[src/rtl/otter_hazard_pkg.sv]
// Shared types and constants for the OTTER hazard control unit.
package otter_hazard_pkg;

    typedef enum logic [1:0] {
        RUN        = 2'd0,
        LOAD_STALL = 2'd1,
        FLUSH      = 2'd2,
        MEM_WAIT   = 2'd3
    } hc_state_t;

    localparam logic [1:0] FWD_RF  = 2'b00;
    localparam logic [1:0] FWD_MEM = 2'b01;
    localparam logic [1:0] FWD_WB  = 2'b10;

endpackage

[src/rtl/forward_select.sv]
// Operand forwarding select for a single EX-stage source register.
module forward_select
    import otter_hazard_pkg::*;
#(
    parameter int unsigned REG_AW = 5
) (
    input  logic [REG_AW-1:0] ex_rs_i,
    input  logic [REG_AW-1:0] mem_rd_i,
    input  logic              mem_regwrite_i,
    input  logic              mem_memread_i,
    input  logic [REG_AW-1:0] wb_rd_i,
    input  logic              wb_regwrite_i,
    output logic [1:0]        fwd_o
);

    // EX/MEM ALU result wins over WB data; a load in MEM has no data yet
    always_comb begin
        fwd_o = FWD_RF;
        if (mem_regwrite_i && (mem_rd_i != '0) && (mem_rd_i == ex_rs_i) && !mem_memread_i) begin
            fwd_o = FWD_MEM;
        end else if (wb_regwrite_i && (wb_rd_i != '0) && (wb_rd_i == ex_rs_i)) begin
            fwd_o = FWD_WB;
        end
    end

endmodule

[src/rtl/hazard_control_unit.sv]
// Hazard control for the 5-stage OTTER pipeline: forwarding, load-use stalls,
// branch flushes, data-memory wait freeze and saturating perf counters.
module hazard_control_unit
    import otter_hazard_pkg::*;
#(
    parameter int unsigned REG_AW       = 5,
    parameter int unsigned LOAD_LAT     = 1,
    parameter int unsigned FLUSH_STAGES = 2,
    parameter int unsigned CNT_W        = 32
) (
    input  logic              CLK,
    input  logic              RST,
    input  logic [REG_AW-1:0] ID_RS1,
    input  logic [REG_AW-1:0] ID_RS2,
    input  logic              ID_USES_RS1,
    input  logic              ID_USES_RS2,
    input  logic [REG_AW-1:0] EX_RS1,
    input  logic [REG_AW-1:0] EX_RS2,
    input  logic [REG_AW-1:0] EX_RD,
    input  logic              EX_REGWRITE,
    input  logic              EX_MEMREAD2,
    input  logic [REG_AW-1:0] MEM_RD,
    input  logic              MEM_REGWRITE,
    input  logic              MEM_MEMREAD2,
    input  logic [REG_AW-1:0] WB_RD,
    input  logic              WB_REGWRITE,
    input  logic              BRANCH_TAKEN,
    input  logic              MEM_BUSY,
    output logic              PC_WRITE,
    output logic              FD_WRITE,
    output logic              DE_WRITE,
    output logic              EM_WRITE,
    output logic              FD_FLUSH,
    output logic              DE_FLUSH,
    output logic [1:0]        FWD_A,
    output logic [1:0]        FWD_B,
    output logic [1:0]        HC_STATE,
    output logic [CNT_W-1:0]  STALL_COUNT,
    output logic [CNT_W-1:0]  FLUSH_COUNT
);

    localparam int unsigned MAXC = (LOAD_LAT > FLUSH_STAGES) ? LOAD_LAT : FLUSH_STAGES;
    localparam int unsigned CW   = (MAXC < 2) ? 1 : $clog2(MAXC + 1);

    hc_state_t        state_q, state_d, saved_q, saved_d, eff_state;
    logic [CW-1:0]    cnt_q, cnt_d;
    logic [CNT_W-1:0] stall_q, stall_d, flush_q, flush_d;
    logic             pc_we, fd_we, de_we, em_we, fd_fl, de_fl, flush_evt, luh;
    logic [1:0]       fwd_a, fwd_b;

    forward_select #(.REG_AW(REG_AW)) u_fwd_a (
        .ex_rs_i        (EX_RS1),
        .mem_rd_i       (MEM_RD),
        .mem_regwrite_i (MEM_REGWRITE),
        .mem_memread_i  (MEM_MEMREAD2),
        .wb_rd_i        (WB_RD),
        .wb_regwrite_i  (WB_REGWRITE),
        .fwd_o          (fwd_a)
    );

    forward_select #(.REG_AW(REG_AW)) u_fwd_b (
        .ex_rs_i        (EX_RS2),
        .mem_rd_i       (MEM_RD),
        .mem_regwrite_i (MEM_REGWRITE),
        .mem_memread_i  (MEM_MEMREAD2),
        .wb_rd_i        (WB_RD),
        .wb_regwrite_i  (WB_REGWRITE),
        .fwd_o          (fwd_b)
    );

    assign luh = EX_MEMREAD2 && EX_REGWRITE && (EX_RD != '0) &&
                 ((ID_USES_RS1 && (ID_RS1 == EX_RD)) || (ID_USES_RS2 && (ID_RS2 == EX_RD)));

    // Leaving MEM_WAIT resumes the saved state in the same cycle, so the
    // saved state (with its untouched counter) is evaluated as if current.
    assign eff_state = (state_q == MEM_WAIT) ? saved_q : state_q;

    // Next-state, control enables and counter updates
    always_comb begin
        pc_we     = 1'b1;
        fd_we     = 1'b1;
        de_we     = 1'b1;
        em_we     = 1'b1;
        fd_fl     = 1'b0;
        de_fl     = 1'b0;
        flush_evt = 1'b0;
        state_d   = eff_state;
        saved_d   = saved_q;
        cnt_d     = cnt_q;
        if (MEM_BUSY) begin
            pc_we   = 1'b0;
            fd_we   = 1'b0;
            de_we   = 1'b0;
            em_we   = 1'b0;
            state_d = MEM_WAIT;
            saved_d = eff_state;
        end else if (BRANCH_TAKEN) begin
            fd_fl     = 1'b1;
            de_fl     = 1'b1;
            flush_evt = 1'b1;
            if (FLUSH_STAGES > 1) begin
                state_d = FLUSH;
                cnt_d   = CW'(FLUSH_STAGES - 1);
            end else begin
                state_d = RUN;
            end
        end else begin
            case (eff_state)
                FLUSH: begin
                    fd_fl = 1'b1;
                    cnt_d = cnt_q - CW'(1);
                    if (cnt_q == CW'(1)) state_d = RUN;
                end
                LOAD_STALL: begin
                    pc_we = 1'b0;
                    fd_we = 1'b0;
                    de_fl = 1'b1;
                    cnt_d = cnt_q - CW'(1);
                    if (cnt_q == CW'(1)) state_d = RUN;
                end
                default: begin
                    if (luh) begin
                        pc_we = 1'b0;
                        fd_we = 1'b0;
                        de_fl = 1'b1;
                        if (LOAD_LAT > 1) begin
                            state_d = LOAD_STALL;
                            cnt_d   = CW'(LOAD_LAT - 1);
                        end
                    end
                end
            endcase
        end
        stall_d = stall_q;
        flush_d = flush_q;
        if (!pc_we && (stall_q != '1)) stall_d = stall_q + CNT_W'(1);
        if (flush_evt && (flush_q != '1)) flush_d = flush_q + CNT_W'(1);
    end

    // State, saved state, down-counter and perf counter registers
    always_ff @(posedge CLK or negedge RST) begin
        if (!RST) begin
            state_q <= RUN;
            saved_q <= RUN;
            cnt_q   <= '0;
            stall_q <= '0;
            flush_q <= '0;
        end else begin
            state_q <= state_d;
            saved_q <= saved_d;
            cnt_q   <= cnt_d;
            stall_q <= stall_d;
            flush_q <= flush_d;
        end
    end

    assign PC_WRITE    = RST & pc_we;
    assign FD_WRITE    = RST & fd_we;
    assign DE_WRITE    = RST & de_we;
    assign EM_WRITE    = RST & em_we;
    assign FD_FLUSH    = !RST | fd_fl;
    assign DE_FLUSH    = !RST | de_fl;
    assign FWD_A       = RST ? fwd_a : FWD_RF;
    assign FWD_B       = RST ? fwd_b : FWD_RF;
    assign HC_STATE    = state_q;
    assign STALL_COUNT = stall_q;
    assign FLUSH_COUNT = flush_q;

endmodule

[config.mk]
export PLATFORM = sky130hd
export DESIGN_NAME = hazard_control_unit
export DESIGN_NICKNAME = d
export VERILOG_FILES = /design/src/rtl/otter_hazard_pkg.sv /design/src/rtl/forward_select.sv /design/src/rtl/hazard_control_unit.sv
export SDC_FILE = /design/constraint.sdc
export NUM_CORES = 1
export LEC_CHECK = 0
export CAP_MARGIN = 20
export CORE_UTILIZATION = 51
export CTS_CLUSTER_DIAMETER = 80
export DETAILED_ROUTE_END_ITERATION = 10
export HOLD_SLACK_MARGIN = 0.03
export PLACE_DENSITY = 0.87
export SLEW_MARGIN = 5
export SYNTH_ARGS = -nofsm -noshare
export SYNTH_HDL_FRONTEND = slang
export SYNTH_SLANG_ARGS = --single-unit
[constraint.sdc]
create_clock -name CLK -period 5.27 [get_ports CLK]
set_clock_uncertainty 0.15 [all_clocks]
set_input_delay 1.054 -clock CLK [delete_from_list [all_inputs] [get_ports CLK]]
set_output_delay 1.054 -clock CLK [all_outputs]
set_load 0.05 [all_outputs]
; ---- Word-level counts from Yosys, hierarchy flattened
; Index checks and enable logic that the tools add are counted.
; Widths: inputs -> output; s select.
[word_totals]
register_bits = 70
wordCells = 77
[op_classes]
add_sub_neg = 3
eq_ne = 12
muxes = 27
bitwise_logic = 5
n_reduce_logical = 25
[ops]
columns = op, n
row1 = $add 32x1->32 const B, 2
row2 = $ne 32x32->1 const B, 2
row3 = $eq 5x5->1, 6
row4 = $mux 2, 13
row5 = $logic_and 1x1->1, 15
row6 = $reduce_bool 5->1, 3
row7 = $mux 1, 12
row8 = $eq 2x1->1 const B, 2
row9 = $eq 2x2->1 const B, 2
row10 = $pmux 1 s2, 2
row11 = $logic_not 1->1, 3
row12 = $and 1x1->1, 2
row13 = $or 1x1->1, 2
row14 = $reduce_and 2->1, 1
row15 = $reduce_bool 2->1, 1
row16 = $reduce_or 2->1, 1
row17 = $sub 2x1->2 const B, 1
row18 = $logic_or 1x1->1, 1
row19 = $not 1->1, 1

; ---- Logic depth before layout (Yosys ltp)
; Gate-level depths: netlist of the first run.
[depth]
ltp_word = 10
depth_mapped = 11
depth_no_buf = 10

; ---- By module
; From an unflattened synthesis of the first run, not the netlist that was laid out.
[unflattened]
hier_cells = 403
hier_area_um2 = 4000.1
[by_module_without_submodules]
columns = mod, n_inst, cells_per_inst, area_each_um2, seq_area_each_um2
row1 = hazard_control_unit, 1, 361, 3677.3, 1751.7
row2 = forward_select, 2, 21, 161.4, 0.0

; ---- Least setup slack after synthesis of the first run
; No wires, ideal clock.
[synth_path]
path_kind = input -> output
startpoint = in MEM_RD[0]
endpoint = out FWD_B[1]
t_arrival_ns = 3.405
required_ns = 4.066
path_slack_ns = 0.661
stages = 4
path_buffers = 0
path_cell_list = or4_1 -> o21ai_0 -> nor4_1 -> nor4_1
[synth_via]
elab_chain_len = 6
word_cells_on_any_way = 7
classes_between = eq/ne: 1 / mux: 2 / reduce/logical: 4
[synth_lines]
columns = element, line_no
row1 = start: declaration, hazard_control_unit.sv:22  ; input logic [REG_AW-1:0] MEM_RD,
row2 = $reduce_bool 5->1, forward_select.sv:19  ; if (mem_regwrite_i && (mem_rd_i != '0) && (mem_rd_i == ex_rs_i) && !mem_memread_i) begin
row3 = $logic_and 1x1->1, forward_select.sv:19
row4 = $logic_and 1x1->1 (*) (2 in series), forward_select.sv:19
row5 = $mux 2 (*), forward_select.sv:19
row6 = $mux 2 (*), hazard_control_unit.sv:164  ; assign FWD_B = RST ? fwd_b : FWD_RF;
row7 = end: declaration, hazard_control_unit.sv:36  ; output logic [1:0] FWD_B,
; Every way passes the cells marked *; elsewhere a longest branch is shown, timed or not.

; ---- Worst setup path after layout of the first run
[layout_path]
startpoint = in EX_RD[1]
endpoint = out FD_WRITE
[layout_via]
elab_chain_len = 9
word_cells_on_any_way = 13
classes_between = eq/ne: 2 / mux: 4 / bitwise: 1 / reduce/logical: 6
[layout_lines]
columns = element, line_no
row1 = start: declaration, hazard_control_unit.sv:19  ; input logic [REG_AW-1:0] EX_RD,
row2 = $eq 5x5->1, hazard_control_unit.sv:72  ; ((ID_USES_RS1 && (ID_RS1 == EX_RD)) || (ID_USES_RS2 && (ID_RS2 == EX_RD)));
row3 = $logic_and 1x1->1, hazard_control_unit.sv:72
row4 = $logic_or 1x1->1, hazard_control_unit.sv:72
row5 = $logic_and 1x1->1 (*), hazard_control_unit.sv:71  ; assign luh = EX_MEMREAD2 && EX_REGWRITE && (EX_RD != '0) &&
row6 = $mux 1 (*), hazard_control_unit.sv:122  ; if (luh) begin
row7 = $pmux 1 s2 (*), hazard_control_unit.sv:108  ; case (eff_state)
row8 = $mux 1 (*), hazard_control_unit.sv:97  ; end else if (BRANCH_TAKEN) begin
row9 = $mux 1 (*), hazard_control_unit.sv:90  ; if (MEM_BUSY) begin
row10 = $and 1x1->1 (*), hazard_control_unit.sv:158  ; assign FD_WRITE = RST & fd_we;
row11 = end: declaration, hazard_control_unit.sv:30  ; output logic FD_WRITE,
; Marks and branches as above.

==> results of run 1 <==
-- worst min path at each step --
stage | slack (ps) | to | from
floorplan | 350 | saved_q[0]$_DFFE_PN0P_ | saved_q[0]$_DFFE_PN0P_
global placement | 320 | STALL_COUNT[28]$_DFFE_PN0P_ | STALL_COUNT[28]$_DFFE_PN0P_
detailed placement | 340 | FLUSH_COUNT[19]$_DFFE_PN0P_ | FLUSH_COUNT[19]$_DFFE_PN0P_
CTS | 350 | STALL_COUNT[28]$_DFFE_PN0P_ | STALL_COUNT[28]$_DFFE_PN0P_
global route | 360 | FLUSH_COUNT[19]$_DFFE_PN0P_ | FLUSH_COUNT[19]$_DFFE_PN0P_
finish | 350 | STALL_COUNT[28]$_DFFE_PN0P_ | STALL_COUNT[28]$_DFFE_PN0P_
-- state kept, by name, indices dropped and copies added (netlist names) --
signal and count:
FLUSH_COUNT 32, STALL_COUNT 32, HC_STATE 2, cnt_q 2, saved_q 2
-- layer usage --
layer	routed length, µm	share of wire
met1	3920	0.42
met2	4830	0.52
met3	424	0.046
met4	85	0.0092
met5	0	0
-- cell type report --
| type | instances | share of cell area |
|---|---|---|
| Sequential cell | 70 | 0.329 |
| Tap cell | 99 | 0.0232 |
| Multi-Input combinational cell | 290 | 0.373 |
| Timing Repair Buffer | 122 | 0.228 |
| Clock inverter | 6 | 0.0129 |
| Clock buffer | 10 | 0.0258 |
| Inverter | 12 | 0.00845 |
-- power groups by stage --
stage	sequential (mW)	combinational (mW)	clock (mW)
2_1_floorplan	0.824	0.178	0
3_3_place_gp	0.667	0.524	0
3_5_place_dp	0.670	0.534	0
4_1_cts	0.661	0.539	0.452
5_1_grt	0.669	0.568	0.472
6_report	0.662	0.533	0.445
-- cells by family (layout without fill, tap and decap cells) --
family,Yosys count,after routing,synth area share
AO/OA/AOI/OAI,22,22,0.0396
buffers and inverters,20,150,0.0283
XOR/XNOR,91,91,0.209
adder cells (fa/ha/maj),5,5,0.0162
AND/OR/NAND/NOR,172,172,0.252
flip-flops,70,70,0.455
-- cell usage after synthesis --
cell and instances:
clkbuf_1 2, nand3_2 4, nor4_2 1, inv_1 12
nor4_1 5, nand2b_1 1, and4_1 6, buf_4 3
nand3_1 38, o21a_1 3, o211ai_1 1, nand2_1 31
nor2b_1 5, and3_2 1, buf_6 3, xnor2_1 50
xor2_1 40, o31ai_4 1, a32oi_1 1, nand4_1 8
a21oi_1 4, nor4_4 1, nor3_1 11, dfrtp_1 70
nand2_2 1, or2b_2 1, and4_2 1, xnor2_2 1
or4_1 4, and2_0 1, ha_1 5, nand3b_1 1
nand4_4 1, and3_1 13, nor2_1 27, o21ai_0 8
and2_1 4, o2111ai_1 1, and2_2 1, nor3_2 5
a21o_1 2, o21ai_2 1
-- worst max-delay path, stage by stage --
cell and delay [ps]:
clkdlybuf4s50_1 470, or4_1 560, o2111ai_1 330, nor2_1 100
nor2_1 120, o21a_1 140, clkdlybuf4s50_1 810
==> flow_summary.json, run 1 <==
{
  "r2r_end": "STALL_COUNT[29]$_DFFE_PN0P_",
  "r2r-start": "HC_STATE[0]$_DFF_PN0_",
  "whs_ps": 348,
  "drt_iter0_drc": 139,
  "clock_tree.buffer_depth": 2,
  "min_period_ps": 4790,
  "grt_pass1_vias": 3127,
  "r2r_cells": 9,
  "avgRoutedWirePerCell_um": 15.2,
  "ys_ff_latch": 70,
  "ant_nets": 0,
  "most-common-layout-cells": "clkdlybuf4s50_1 (120), dfrtp_1 (70), xnor2_1 (50)",
  "power_frac_seq": 0.404,
  "vias": 3190,
  "final_cells": 609,
  "hold_class": "reg -> reg",
  "relSlewSlack": 0.406,
  "final_util": 0.731,
  "syn2layout_area_growth_pct": 38.4,
  "p_per_area_nw_per_um2": 308,
  "hold_violations": 0,
  "met3_usage": 0.0485,
  "rows": 31,
  "fillers": 563,
  "track_usage": 0.243,
  "netSwitchingFraction": 0.375,
  "cp.arrival_ps": 3580,
  "power.total_mw": 1.64,
  "post-place-ws_ps": 479,
  "multi_input_comb_area_um2": 1990,
  "rsz0062_at_grt": "no",
  "syn-num-nets": 431,
  "worstPathRequired_ps": 4070,
  "ys_seq_area_frac": 0.455,
  "htreeDepth": 3,
  "dp_hpwl_mm": 6.98,
  "endpoint": "FD_WRITE",
  "busiest_layer": "met2",
  "die_w_um": 88.9,
  "status": "finished clean",
  "grt_util_met2": 0.425,
  "regArea_um2": 1750,
  "cts_resized": 0,
  "dp_cells": 593,
  "critPathMaxFanout": 3,
  "dpl_cell_area_um2": 5120,
  "setup_tns_ps": 0,
  "drive_gt1_frac": 0.0745,
  "finalSetupViolations": 0,
  "combPwrFrac": 0.325,
  "grt_antenna_before_repair": 0,
  "cap_violations": 0,
  "core_um2": 7290,
  "fmax_ghz": 0.209,
  "worst_slack_ps": 484,
  "ctsHoldBuffers": 0,
  "grt_max_degree": 75,
  "clkTransAtPathRegs_ps": 80,
  "cts_sinks": 70,
  "final_common_cell": "clkdlybuf4s50_1",
  "drt-vias-per-instance": 5.24,
  "finalInstanceArea_um2": 5330,
  "ys_types": 42,
  "peakVddDrop_uv": 337,
  "fin_nets": 556,
  "root_buffer": "clkbuf_8",
  "drt-total-wl_mm": 9.26,
  "grtUsageMet1": 0.301,
  "ys.warnings.count": 0,
  "cts_tree": "yes",
  "ioPinCount": 122,
  "min_period_over_period": 0.908,
  "drtPass1Iterations": 5,
  "dieArea_um2": 7900,
  "cp-startpoint": "EX_RD[1]",
  "synth_top_area_share": 0.455,
  "start_util": 0.528,
  "yosysTopAreaCell": "dfrtp_1",
  "place.gp.congestion": 0.850,
  "route.detailed.drc": 0,
  "leakage_nw": 2.27,
  "synthCells": 380,
  "cts_made_buffers": 9,
  "die_height_um": 88.9,
  "switchingPower_uw": 614,
  "critPathKind": "in -> out",
  "synth_area_leaders": "dfrtp_1 (45%), xnor2_1 (11%), xor2_1 (9.1%), nand3_1 (4.9%), nand2_1 (3.0%)",
  "tightestPinTransition_ps": 892,
  "crit_path_start_kind": "input pin",
  "gr-total-overflow": 0,
  "grt_pass1_wl_mm": 14.6,
  "r2r_slack_ps": 2350,
  "p_int_mw": 1.03,
  "synth_area_per_cell_um2": 10.1,
  "io_buffers": 121,
  "hold_path_depth": 1,
  "antenna_cells": 0,
  "endpoint_kind": "output pin",
  "cts_setup_buffers": 0,
  "clkLatencyLatePin_ps": 340,
  "syn-cell-area_um2": 3850,
  "drv_slew": 0,
  "clock_power_share": 0.271
}
Note: power is estimated with default switching activity, not from simulation.
==> run 2: changes to the inputs <==
--- a/config.mk
+++ b/config.mk
@@ -6,11 +6,13 @@
 export NUM_CORES = 1
 export LEC_CHECK = 0
 export CAP_MARGIN = 20
+export CORE_MARGIN = 2
 export CORE_UTILIZATION = 51
 export CTS_CLUSTER_DIAMETER = 80
 export DETAILED_ROUTE_END_ITERATION = 10
 export HOLD_SLACK_MARGIN = 0.03
 export PLACE_DENSITY = 0.87
+export REMOVE_ABC_BUFFERS = 1
 export SLEW_MARGIN = 5
 export SYNTH_ARGS = -nofsm -noshare
 export SYNTH_HDL_FRONTEND = slang
==> flow_summary.json, run 2 (synthesized netlist as in run 1, its figures left out) <==
{
  "switchingPower_uw": 611,
  "critPathMaxFanout": 3,
  "root_buffer": "clkbuf_8",
  "min_period_over_period": 0.909,
  "core_um2": 7290,
  "clock_tree.buffer_depth": 2,
  "finalSetupViolations": 0,
  "cp.arrival_ps": 3580,
  "htreeDepth": 3,
  "track_usage": 0.234,
  "syn2layout_area_growth_pct": 39.5,
  "dp_hpwl_mm": 7.04,
  "avgRoutedWirePerCell_um": 15.2,
  "p_per_area_nw_per_um2": 322,
  "clkLatencyLatePin_ps": 350,
  "drv_slew": 0,
  "drt_iter0_drc": 158,
  "status": "finished clean",
  "rows": 31,
  "die_w_um": 90.9,
  "hold_violations": 0,
  "relSlewSlack": 0.400,
  "r2r_slack_ps": 2330,
  "final_common_cell": "clkdlybuf4s50_1",
  "clock_power_share": 0.310,
  "setup_tns_ps": 0,
  "cts_tree": "yes",
  "ctsHoldBuffers": 0,
  "worstPathRequired_ps": 4070,
  "dieArea_um2": 8260,
  "rsz0062_at_grt": "no",
  "cts_setup_buffers": 0,
  "antenna_cells": 0,
  "die_height_um": 90.9,
  "ant_nets": 0,
  "place.gp.congestion": 1.01,
  "gr-total-overflow": 0,
  "power_frac_seq": 0.381,
  "finalInstanceArea_um2": 5370,
  "hold_class": "reg -> reg",
  "dpl_cell_area_um2": 5120,
  "cts_made_buffers": 9,
  "peakVddDrop_uv": 416,
  "cts_resized": 0,
  "netSwitchingFraction": 0.353,
  "crit_path_start_kind": "input pin",
  "ioPinCount": 122,
  "critPathKind": "in -> out",
  "vias": 3197,
  "route.detailed.drc": 0,
  "min_period_ps": 4790,
  "most-common-layout-cells": "clkdlybuf4s50_1 (120), dfrtp_1 (70), xnor2_1 (50)",
  "combPwrFrac": 0.309,
  "leakage_nw": 2.29,
  "start_util": 0.528,
  "drtPass1Iterations": 4,
  "drive_gt1_frac": 0.0725,
  "tightestPinTransition_ps": 899,
  "drt-total-wl_mm": 9.23,
  "grt_max_degree": 74,
  "clkTransAtPathRegs_ps": 70,
  "p_int_mw": 1.12,
  "grt_pass1_wl_mm": 15.6,
  "cap_violations": 0,
  "fmax_ghz": 0.209,
  "grt_pass1_vias": 3184,
  "endpoint_kind": "output pin",
  "fin_nets": 556,
  "grt_antenna_before_repair": 0,
  "cts_sinks": 70,
  "io_buffers": 121,
  "drt-vias-per-instance": 5.25
}
run 2: cell type report:
| class | count | area [µm²] |
|---|---|---|
| inverter | 12 | 45.0 |
| clock buffer | 11 | 141 |
| multi-input combinational | 290 | 1990 |
| sequential | 70 | 1750 |
| fill | 544 | 1920 |
| clock inverter | 5 | 106 |
| timing repair buffer | 122 | 1210 |
| tap | 99 | 124 |
run 2: stage by stage:
step / worst slack, ps / hold WS (ps) / power (mW) / utilization / cells
2_1_floorplan: 661 / 353 / 0.993 / - / 372
4_1_cts: 474 / 349 / 1.74 / 0.737 / 609
5_1_grt: 392 / 366 / 1.81 / 0.737 / 609
6_report: 482 / 346 / 1.73 / 0.737 / 609
3_3_place_gp: 520 / 325 / 1.19 / 0.703 / 593
3_5_place_dp: 483 / 335 / 1.20 / 0.703 / 593
run 2: critical path: stages:
cell	delay, ps
clkdlybuf4s50_1	480
or4_1	550
o21ai_0	240
nor4_1	110
nor4_1	290
clkdlybuf4s50_1	850
run 2: path summary, 6_finish.rpt:
path / from / depth (start not counted) / to
min in group asynchronous: RST / 2 / HC_STATE[1]$_DFF_PN0_
max in group asynchronous: RST / 2 / STALL_COUNT[12]$_DFFE_PN0P_
worst min-delay path: STALL_COUNT[6]$_DFFE_PN0P_ / 1 / STALL_COUNT[6]$_DFFE_PN0P_
worst min register to register: STALL_COUNT[6]$_DFFE_PN0P_ / 1 / STALL_COUNT[6]$_DFFE_PN0P_
worst max register to register: HC_STATE[0]$_DFF_PN0_ / 9 / STALL_COUNT[27]$_DFFE_PN0P_
worst max-delay path: MEM_RD[0] / 6 / FWD_B[1]
run 2: routing by layer:
layer	GRT usage	part of all wire	vias up
met5	0	0	-
met1	0.311	0.44	1543
li1	-	-	1545
met4	0.0934	0.020	0
met2	0.380	0.49	90
met3	0.0442	0.047	19
run 2: power groups by stage:
| stage | combinational, mW | clock (mW) | sequential, mW |
|---|---|---|---|
| 2_1_floorplan | 0.169 | 0 | 0.824 |
| 3_3_place_gp | 0.526 | 0 | 0.664 |
| 3_5_place_dp | 0.537 | 0 | 0.666 |
| 4_1_cts | 0.540 | 0.546 | 0.658 |
| 5_1_grt | 0.572 | 0.568 | 0.669 |
| 6_report | 0.535 | 0.537 | 0.659 |
